$ cat src/rtl/cart_upload_reader.sv
`default_nettype none
// ============================================================================
//  Module      : cart_upload_reader
//  Description : Streams a contiguous byte range from cartridge SDRAM to the
//                MiST host over the ioctl upload port. A 2-entry prefetch
//                FIFO hides SDRAM latency from the host's ioctl_rd strobes.
//  Revision    : 1.0 - initial release
// ============================================================================
module cart_upload_reader #(
    parameter int ADDR_W = 25
) (
    input  logic              clk_sys,
    input  logic              reset,
    input  logic              start,
    input  logic [ADDR_W-1:0] base_addr,
    input  logic [ADDR_W-1:0] length,
    output logic              busy,
    output logic              done,
    output logic              underrun,
    output logic [ADDR_W-1:0] mem_addr,
    output logic              mem_rd,
    input  logic [7:0]        mem_dout,
    input  logic              mem_valid,
    output logic              ioctl_upload,
    input  logic              ioctl_rd,
    output logic [7:0]        ioctl_din
);

    typedef enum logic [1:0] {
        ST_IDLE   = 2'd0,
        ST_FILL   = 2'd1,
        ST_STREAM = 2'd2,
        ST_FINISH = 2'd3
    } state_t;

    localparam logic [ADDR_W-1:0] c_addr_one = {{(ADDR_W-1){1'b0}}, 1'b1};

    state_t            state_q;
    logic [ADDR_W-1:0] fetch_addr_q;
    logic [ADDR_W-1:0] fetch_left_q;
    logic [ADDR_W-1:0] pop_left_q;
    logic              outstanding_q;
    logic [7:0]        slot0_q;       // FIFO head
    logic [7:0]        slot1_q;
    logic [1:0]        count_q;
    logic              busy_q;
    logic              done_q;
    logic              underrun_q;
    logic              mem_rd_q;
    logic [ADDR_W-1:0] mem_addr_q;
    logic              upload_q;
    logic [7:0]        din_q;

    logic [7:0]        slot0_d;
    logic [7:0]        slot1_d;
    logic [1:0]        count_d;
    logic              w_push;
    logic              w_pop;
    logic              w_empty_rd;
    logic              w_outst_after;
    logic              w_issue;
    logic              w_fill_done;

    // FIFO next state, fetch issue decision and fill-complete detection.
    // Issue looks at the post-update FIFO so a pop or a returning read lets
    // the next request go out on the following cycle.
    always_comb begin
        w_push        = mem_valid && outstanding_q;
        w_pop         = (state_q == ST_STREAM) && ioctl_rd && (count_q != 2'd0);
        w_empty_rd    = (state_q == ST_STREAM) && ioctl_rd && (count_q == 2'd0);
        w_outst_after = outstanding_q && !mem_valid;

        slot0_d = slot0_q;
        slot1_d = slot1_q;
        count_d = count_q;
        case ({w_push, w_pop})
            2'b10: begin
                if (count_q == 2'd0) begin
                    slot0_d = mem_dout;
                end else begin
                    slot1_d = mem_dout;
                end
                count_d = count_q + 2'd1;
            end
            2'b01: begin
                slot0_d = slot1_q;
                count_d = count_q - 2'd1;
            end
            2'b11: begin
                if (count_q == 2'd1) begin
                    slot0_d = mem_dout;
                end else begin
                    slot0_d = slot1_q;
                    slot1_d = mem_dout;
                end
            end
            default: begin
                count_d = count_q;
            end
        endcase

        w_issue = ((state_q == ST_FILL) || (state_q == ST_STREAM)) &&
                  (fetch_left_q != '0) && !w_outst_after && (count_d < 2'd2);

        w_fill_done = (count_d == 2'd2) ||
                      ((fetch_left_q == '0) && !w_outst_after);
    end

    // Control FSM, fetch engine, FIFO storage and all registered outputs.
    always_ff @(posedge clk_sys) begin
        if (reset) begin
            state_q       <= ST_IDLE;
            fetch_addr_q  <= '0;
            fetch_left_q  <= '0;
            pop_left_q    <= '0;
            outstanding_q <= 1'b0;
            slot0_q       <= 8'h00;
            slot1_q       <= 8'h00;
            count_q       <= 2'd0;
            busy_q        <= 1'b0;
            done_q        <= 1'b0;
            underrun_q    <= 1'b0;
            mem_rd_q      <= 1'b0;
            mem_addr_q    <= '0;
            upload_q      <= 1'b0;
            din_q         <= 8'h00;
        end else begin
            slot0_q       <= slot0_d;
            slot1_q       <= slot1_d;
            count_q       <= count_d;
            mem_rd_q      <= w_issue;
            outstanding_q <= w_issue || w_outst_after;

            // The host-visible byte holds its last value while the FIFO is empty.
            if (count_d != 2'd0) begin
                din_q <= slot0_d;
            end
            if (w_issue) begin
                mem_addr_q   <= fetch_addr_q;
                fetch_addr_q <= fetch_addr_q + c_addr_one;
                fetch_left_q <= fetch_left_q - c_addr_one;
            end
            if (w_pop) begin
                pop_left_q <= pop_left_q - c_addr_one;
            end
            if (w_empty_rd) begin
                underrun_q <= 1'b1;
            end

            case (state_q)
                ST_IDLE: begin
                    done_q <= 1'b0;
                    if (start) begin
                        busy_q     <= 1'b1;
                        underrun_q <= 1'b0;
                        count_q    <= 2'd0;
                        pop_left_q <= length;
                        if (length == '0) begin
                            fetch_addr_q <= base_addr;
                            fetch_left_q <= '0;
                            state_q      <= ST_FINISH;
                        end else begin
                            // First read goes out immediately from base_addr.
                            mem_rd_q      <= 1'b1;
                            mem_addr_q    <= base_addr;
                            fetch_addr_q  <= base_addr + c_addr_one;
                            fetch_left_q  <= length - c_addr_one;
                            outstanding_q <= 1'b1;
                            state_q       <= ST_FILL;
                        end
                    end
                end
                ST_FILL: begin
                    if (w_fill_done) begin
                        upload_q <= 1'b1;
                        state_q  <= ST_STREAM;
                    end
                end
                ST_STREAM: begin
                    if (w_pop && (pop_left_q == c_addr_one)) begin
                        done_q   <= 1'b1;
                        busy_q   <= 1'b0;
                        upload_q <= 1'b0;
                        state_q  <= ST_FINISH;
                    end
                end
                ST_FINISH: begin
                    // Arriving from STREAM done is already high and must drop;
                    // arriving from a zero-length start done has yet to pulse.
                    done_q   <= !done_q;
                    busy_q   <= 1'b0;
                    upload_q <= 1'b0;
                    state_q  <= ST_IDLE;
                end
                default: begin
                    state_q <= ST_IDLE;
                end
            endcase
        end
    end

    assign busy         = busy_q;
    assign done         = done_q;
    assign underrun     = underrun_q;
    assign mem_addr     = mem_addr_q;
    assign mem_rd       = mem_rd_q;
    assign ioctl_upload = upload_q;
    assign ioctl_din    = din_q;

endmodule
`default_nettype wire

$ cat config.mk
export PLATFORM = sky130hd
export DESIGN_NAME = cart_upload_reader
export DESIGN_NICKNAME = d
export VERILOG_FILES = /design/src/rtl/cart_upload_reader.sv
export SDC_FILE = /design/constraint.sdc
export NUM_CORES = 1
export LEC_CHECK = 0
export ABC_AREA = 1
export BUFFER_PORTS_ARGS = -buffer_cell sky130_fd_sc_hd__buf_2
export CORE_UTILIZATION = 50
export DETAILED_ROUTE_END_ITERATION = 6
export MAX_ROUTING_LAYER = met4
export PLACE_DENSITY = 0.69
export SLEW_MARGIN = 20
export SYNTH_ARGS = -nofsm -noshare
export SYNTH_HDL_FRONTEND = slang
export SYNTH_SLANG_ARGS = --single-unit
$ cat constraint.sdc
create_clock -name clk_sys -period 3.3 [get_ports clk_sys]
set_input_delay 0.66 -clock clk_sys [delete_from_list [all_inputs] [get_ports clk_sys]]
set_output_delay 0.66 -clock clk_sys [all_outputs]
set_load 0.1 [all_outputs]
==> results of run 1 <==
## final cells by class
cell class / instances / area [µm²] / area share
clock buffers: 17 / 425 / 0.0421
well taps: 225 / 282 / 0.0278
repair buffers: 112 / 591 / 0.0584
flip-flops and latches: 134 / 2680 / 0.265
multi-input cells: 1047 / 5320 / 0.526
inverters: 179 / 672 / 0.0664
clock inverters: 15 / 148 / 0.0146
## worst paths after layout
path	from	endpoint	slack (ns)
worst min-delay path	busy	busy	0.46
worst max register to register	state_q[0]	fetch_left_q[21]	0.21
worst max-delay path	state_q[0]	fetch_left_q[21]	0.21
worst min register to register	busy	busy	0.46
## report_power, final
group | total [mW] | switching (mW) | leakage [nW] | internal, mW
sequential | 2.60 | 0.460 | 1.10 | 2.14
combinational | 5.07 | 3.74 | 3.30 | 1.33
clock | 1.88 | 0.877 | 0.274 | 1.01
total | 9.55 | 5.07 | 4.68 | 4.47
## synthesized netlist by cell type (4+ instances only)
| library cell | instances |
|---|---|
| xnor2_1 | 13 |
| clkbuf_1 | 21 |
| nand3_1 | 86 |
| nand3_2 | 4 |
| nand2_2 | 9 |
| buf_2 | 9 |
| o22ai_2 | 12 |
| o211ai_1 | 7 |
| ha_1 | 18 |
| nand2_1 | 312 |
| inv_2 | 12 |
| o21ai_0 | 95 |
| nor2_2 | 21 |
| inv_1 | 165 |
| nor4_1 | 7 |
| nand3b_1 | 8 |
| xor2_1 | 25 |
| o22ai_1 | 6 |
| dfxtp_1 | 134 |
| o21ai_2 | 15 |
| nor2_1 | 216 |
| nor3_1 | 17 |
| buf_6 | 4 |
| o21ai_1 | 28 |
| a21oi_1 | 81 |
| nand4_1 | 25 |
| nor2_4 | 4 |
| a31oi_1 | 8 |
## cell families after synthesis
logic type	count (synthesis)	share of synthesized area
AOI/OAI and AO/OA	265	0.175
xor gates and xnor gates	38	0.0375
adders and majority gates	18	0.0254
buffers and inverters	220	0.100
DFF	134	0.302
and+or+nand+nor	725	0.359
## flip-flops by register name, summed over array words and instances, names as in the netlist
signal,flops
state_q,2
ioctl_upload,1
mem_addr,25
ioctl_din,8
busy,1
slot1_q,8
fetch_left_q,25
fetch_addr_q,25
done,1
pop_left_q,25
outstanding_q,1
mem_rd,1
count_q,2
underrun,1
slot0_q,8
## metal layers
| metal | global-route usage | vias to the layer above |
|---|---|---|
| met5 | - | - |
| met2 | 0.515 | 387 |
| li1 | - | 4727 |
| met1 | 0.388 | 4222 |
| met4 | 0.141 | 0 |
| met3 | 0.0557 | 53 |
## critical path: stages (launching register included)
cell and delay [ns]:
dfxtp_1 0.33, inv_1 0.12, ha_1 0.32, nand2_1 0.12
nor2_2 0.24, ha_1 0.32, inv_2 0.08, nand3_2 0.09
a21oi_2 0.28, nand2_2 0.30, nor2_1 0.31, nand2_1 0.13
o21ai_0 0.22, nand3_1 0.09, nand2_1 0.06
==> flow_summary.yaml, run 1 <==
clocking:
  ctsResizeCount: 0
  postCtsSetupRepairBufs: 0
  h-tree-depth: 4
  clock_path_buffers: 2
  cts_hold_buffers: 0
  clk_pin_slew_ns: 0.07
  cts_tree: "done"
  cts.sinks: 134
  cts_buffers: 17
  clkLatencyLatePin_ns: 0.44
  clockRootBuffer: "clkbuf_16"
floorplanning:
  die_area_mm2: 0.0183
  rows: 48
  dieHeight_um: 135
  dieWidth_um: 135
  initial_core_util: 0.513
  io_pins: 101
  core_area_mm2: 0.0173
power:
  finalPower_mw: 9.55
  p_per_area_mw_per_mm2: 944
  peakVddDrop_v: 0.000652
  leakagePower_nw: 4.68
placement:
  hpwl_um: 20600
  gp_congestion: 1.03
  pre_cts_ws_ns: 0.222
  post_dp_cell_area_mm2: 0.00953
  placed_cells: 1696
  numPortBuffers: 100
finish:
  postLayoutCellArea_mm2: 0.0101
  drive_gt1_frac: 0.156
  fin_util: 0.585
  syn2layout_area_growth_pct: 14.0
  diodes: 0
  layout_common_cells: "nand2_1, nor2_1, inv_1, dfxtp_1, buf_2"
  final_common_cell: "nand2_1"
  fillers: 1761
  layout.cells.non_filler: 1729
  fin_nets: 1572
drt:
  vias_per_cell: 5.43
  drc: 0
  vias: 9389
  dr_wl_met3_um: 2030
  ant_nets: 0
  firstDrtPassIters: 6
  drt-met1-wl_um: 11900
  top_layer: "met4"
  wl_per_cell_um: 16.0
  wl_um: 27700
  dr.first_iter.drc_count: 667
  wl_met2_um: 13000
setup_path:
  critPathLaunchType: "flip-flop"
  crit_type: "reg -> reg"
  worstPathMaxFanout: 16
  required_ns: 3.68
  cp.arrival_ns: 3.47
  crit_path_end_kind: "flip-flop"
  r2r_cells: 14
sta:
  layout_setup_ws_ns: 0.208
  finalHoldViolCount: 0
  worst_pin_slew_ns: 0.844
  fin_crit_ns: 3.09
  max_freq_mhz: 323
  tns_ns: 0
  slew_headroom: 0.437
  drv_slew: 0
  fin_skew_ns: 0.0104
  setup_viol: 0
  rsz0062_at_grt: "true"
  min_period_over_period: 0.937
  holdWs_ns: 0.459
synthesis:
  synth_top_area_share: 0.302
  post_synth_num_cell_types: 49
  synth_edf_count: 0
  syn_avg_cell_area_um2: 6.34
  yosysWarnings: 0
  synth_top_flop_cell: "dfxtp_1"
  ys_seq_area_frac: 0.302
  synth_seq_cells: 134
  syn-instance-count: 1400
  async_flop_share: 0
  synth_area_mm2: 0.00887
  synthesis.nets: 1481
  synth_top_cell_by_area: "dfxtp_1"
  synthTopCellsByArea: "dfxtp_1, nand2_1, nor2_1"
global_route:
  grt_pass1_wl_um: 43700
  grt_pass1_vias: 8567
  antenna_found_initial: 0
  grt_max_degree: 58
  grt.total_usage: 0.318
  grt_overflow: 0
run_status:
  status: "complete, no violations"
hold_path:
  min_path_cells: 2
  hp-class: "reg -> reg"
run:
  maxCapViolations: 0
Note: power is estimated with default switching activity, not from simulation.
==> inputs of run 2 (changes only) <==
--- a/config.mk
+++ b/config.mk
@@ -6,11 +6,11 @@
 export NUM_CORES = 1
 export LEC_CHECK = 0
 export ABC_AREA = 1
-export BUFFER_PORTS_ARGS = -buffer_cell sky130_fd_sc_hd__buf_2
-export CORE_UTILIZATION = 50
+export BUFFER_PORTS_ARGS = -buffer_cell sky130_fd_sc_hd__clkbuf_2
+export CORE_UTILIZATION = 35
 export DETAILED_ROUTE_END_ITERATION = 6
 export MAX_ROUTING_LAYER = met4
-export PLACE_DENSITY = 0.69
+export PLACE_DENSITY = 0.51
 export SLEW_MARGIN = 20
 export SYNTH_ARGS = -nofsm -noshare
 export SYNTH_HDL_FRONTEND = slang
==> flow_summary.yaml, run 2 (synthesis gave the netlist of run 1 again) <==
sta:
  finalHoldViolCount: 0
  slew_headroom: 0.466
  min_period_over_period: 0.888
  setup_viol: 0
  rsz0062_at_grt: "false"
  drv_slew: 0
  fin_crit_ns: 2.93
  tns_ns: 0
  max_freq_mhz: 341
  holdWs_ns: 0.454
  worst_pin_slew_ns: 0.794
  fin_skew_ns: 0.0181
power:
  p_sw_mw: 5.13
  p_seq_frac: 0.268
  switching_share: 0.527
  intPower_mw: 4.60
  peakVddDrop_v: 0.000486
  p_comb_frac: 0.525
  p_per_area_mw_per_mm2: 942
  leakagePower_nw: 4.74
  p_clk_frac: 0.206
finish:
  layout_common_cells: "nand2_1, nor2_1, inv_1, dfxtp_1, clkbuf_2"
  final_common_cell: "nand2_1"
  diodes: 0
  fin_nets: 1582
  multiInputGateArea_mm2: 0.00530
  drive_gt1_frac: 0.161
  syn2layout_area_growth_pct: 16.4
  postLayoutCellArea_mm2: 0.0103
  fillers: 2740
  regArea_mm2: 0.00268
  layout.cells.non_filler: 1838
  fin_util: 0.420
clocking:
  cts_buffers: 17
  cts_tree: "done"
  h-tree-depth: 4
  ctsResizeCount: 0
  clock_path_buffers: 2
  clk_pin_slew_ns: 0.07
  cts.sinks: 134
  cts_hold_buffers: 0
  clkLatencyLatePin_ns: 0.44
  clockRootBuffer: "clkbuf_16"
  postCtsSetupRepairBufs: 0
setup_path:
  critPathLaunchType: "flip-flop"
  crit_type: "reg -> reg"
  worstPathMaxFanout: 25
  required_ns: 3.60
  crit_path_end_kind: "flip-flop"
  cp.arrival_ns: 3.23
drt:
  ant_nets: 0
  drc: 0
  vias: 9269
  wl_um: 30000
  firstDrtPassIters: 5
  wl_per_cell_um: 16.3
  vias_per_cell: 5.04
  dr.first_iter.drc_count: 565
floorplanning:
  dieWidth_um: 161
  io_pins: 101
  initial_core_util: 0.361
  dieHeight_um: 161
  die_area_mm2: 0.0260
  rows: 57
  core_area_mm2: 0.0246
global_route:
  grt_max_degree: 42
  grt_pass1_vias: 8945
  grt.total_usage: 0.242
  antenna_found_initial: 0
  grt_pass1_wl_um: 47400
  grt_overflow: 0
placement:
  gp_congestion: 0.937
  hpwl_um: 23100
  numPortBuffers: 100
  placed_cells: 1806
  post_dp_cell_area_mm2: 0.00974
run_status:
  status: "complete, no violations"
run:
  maxCapViolations: 0
hold_path:
  hp-class: "reg -> reg"
## run 2: cell count changes in the layout (fill, tap and decap cells not counted), moves of 3 or more
cell	change
buf_2	-100
buf_4	+11
clkbuf_2	+100
clkinvlp_4	-3
## run 2: area by class of cell
| cell class | instances | area share |
|---|---|---|
| clock buffers | 17 | 0.0412 |
| inverters | 179 | 0.0650 |
| multi-input cells | 1046 | 0.513 |
| well taps | 324 | 0.0392 |
| repair buffers | 123 | 0.0651 |
| clock inverters | 15 | 0.0166 |
| flip-flops and latches | 134 | 0.260 |
## run 2: worst max-delay path, stage by stage, from the launching register on
cell,delay (ns)
dfxtp_1,0.33
inv_1,0.12
ha_1,0.31
nand2_1,0.13
nor2_2,0.12
ha_1,0.27
inv_2,0.08
nand3_2,0.08
a21oi_2,0.27
inv_2,0.10
nor2_8,0.38
nand3_2,0.20
inv_2,0.13
nand2_1,0.08
nor2_1,0.11
o21ai_1,0.08
## run 2: power by group through the flow
stage | Combinational, mW | Clock (mW) | Sequential, mW
2_1_floorplan | 2.94 | 0 | 3.64
3_3_place_gp | 5.09 | 0 | 2.64
3_5_place_dp | 5.11 | 0 | 2.64
4_1_cts | 5.14 | 2.05 | 2.61
5_1_grt | 5.63 | 2.11 | 2.68
6_report | 5.11 | 2.01 | 2.61
## run 2: worst paths after layout
kind              startpoint                to  slack [ns]  cells past startpoint
setup / recovery  state_q[0]  fetch_left_q[19]        0.37                     15
hold / removal          busy              busy        0.45                      2
hold reg to reg         busy              busy        0.45                      2
setup reg to reg  state_q[0]  fetch_left_q[19]        0.37                     15
## run 2: layer usage
layer | track usage | share of wire | vias to the layer above | wire, µm
met2 | 0.397 | 0.47 | 261 | 14100
met1 | 0.302 | 0.46 | 4217 | 13700
li1 | - | - | 4739 | -
met4 | 0.0913 | 0.028 | 0 | 853
met5 | - | 0 | - | 0
met3 | 0.0318 | 0.044 | 52 | 1320
## run 2: stage by stage
stage / worst slack, ns / power [mW]
6_report: 0.370 / 9.73
5_1_grt: 0.126 / 10.4
4_1_cts: 0.352 / 9.80
3_5_place_dp: 0.389 / 7.75
3_3_place_gp: 0.430 / 7.74
2_1_floorplan: 0.908 / 6.58
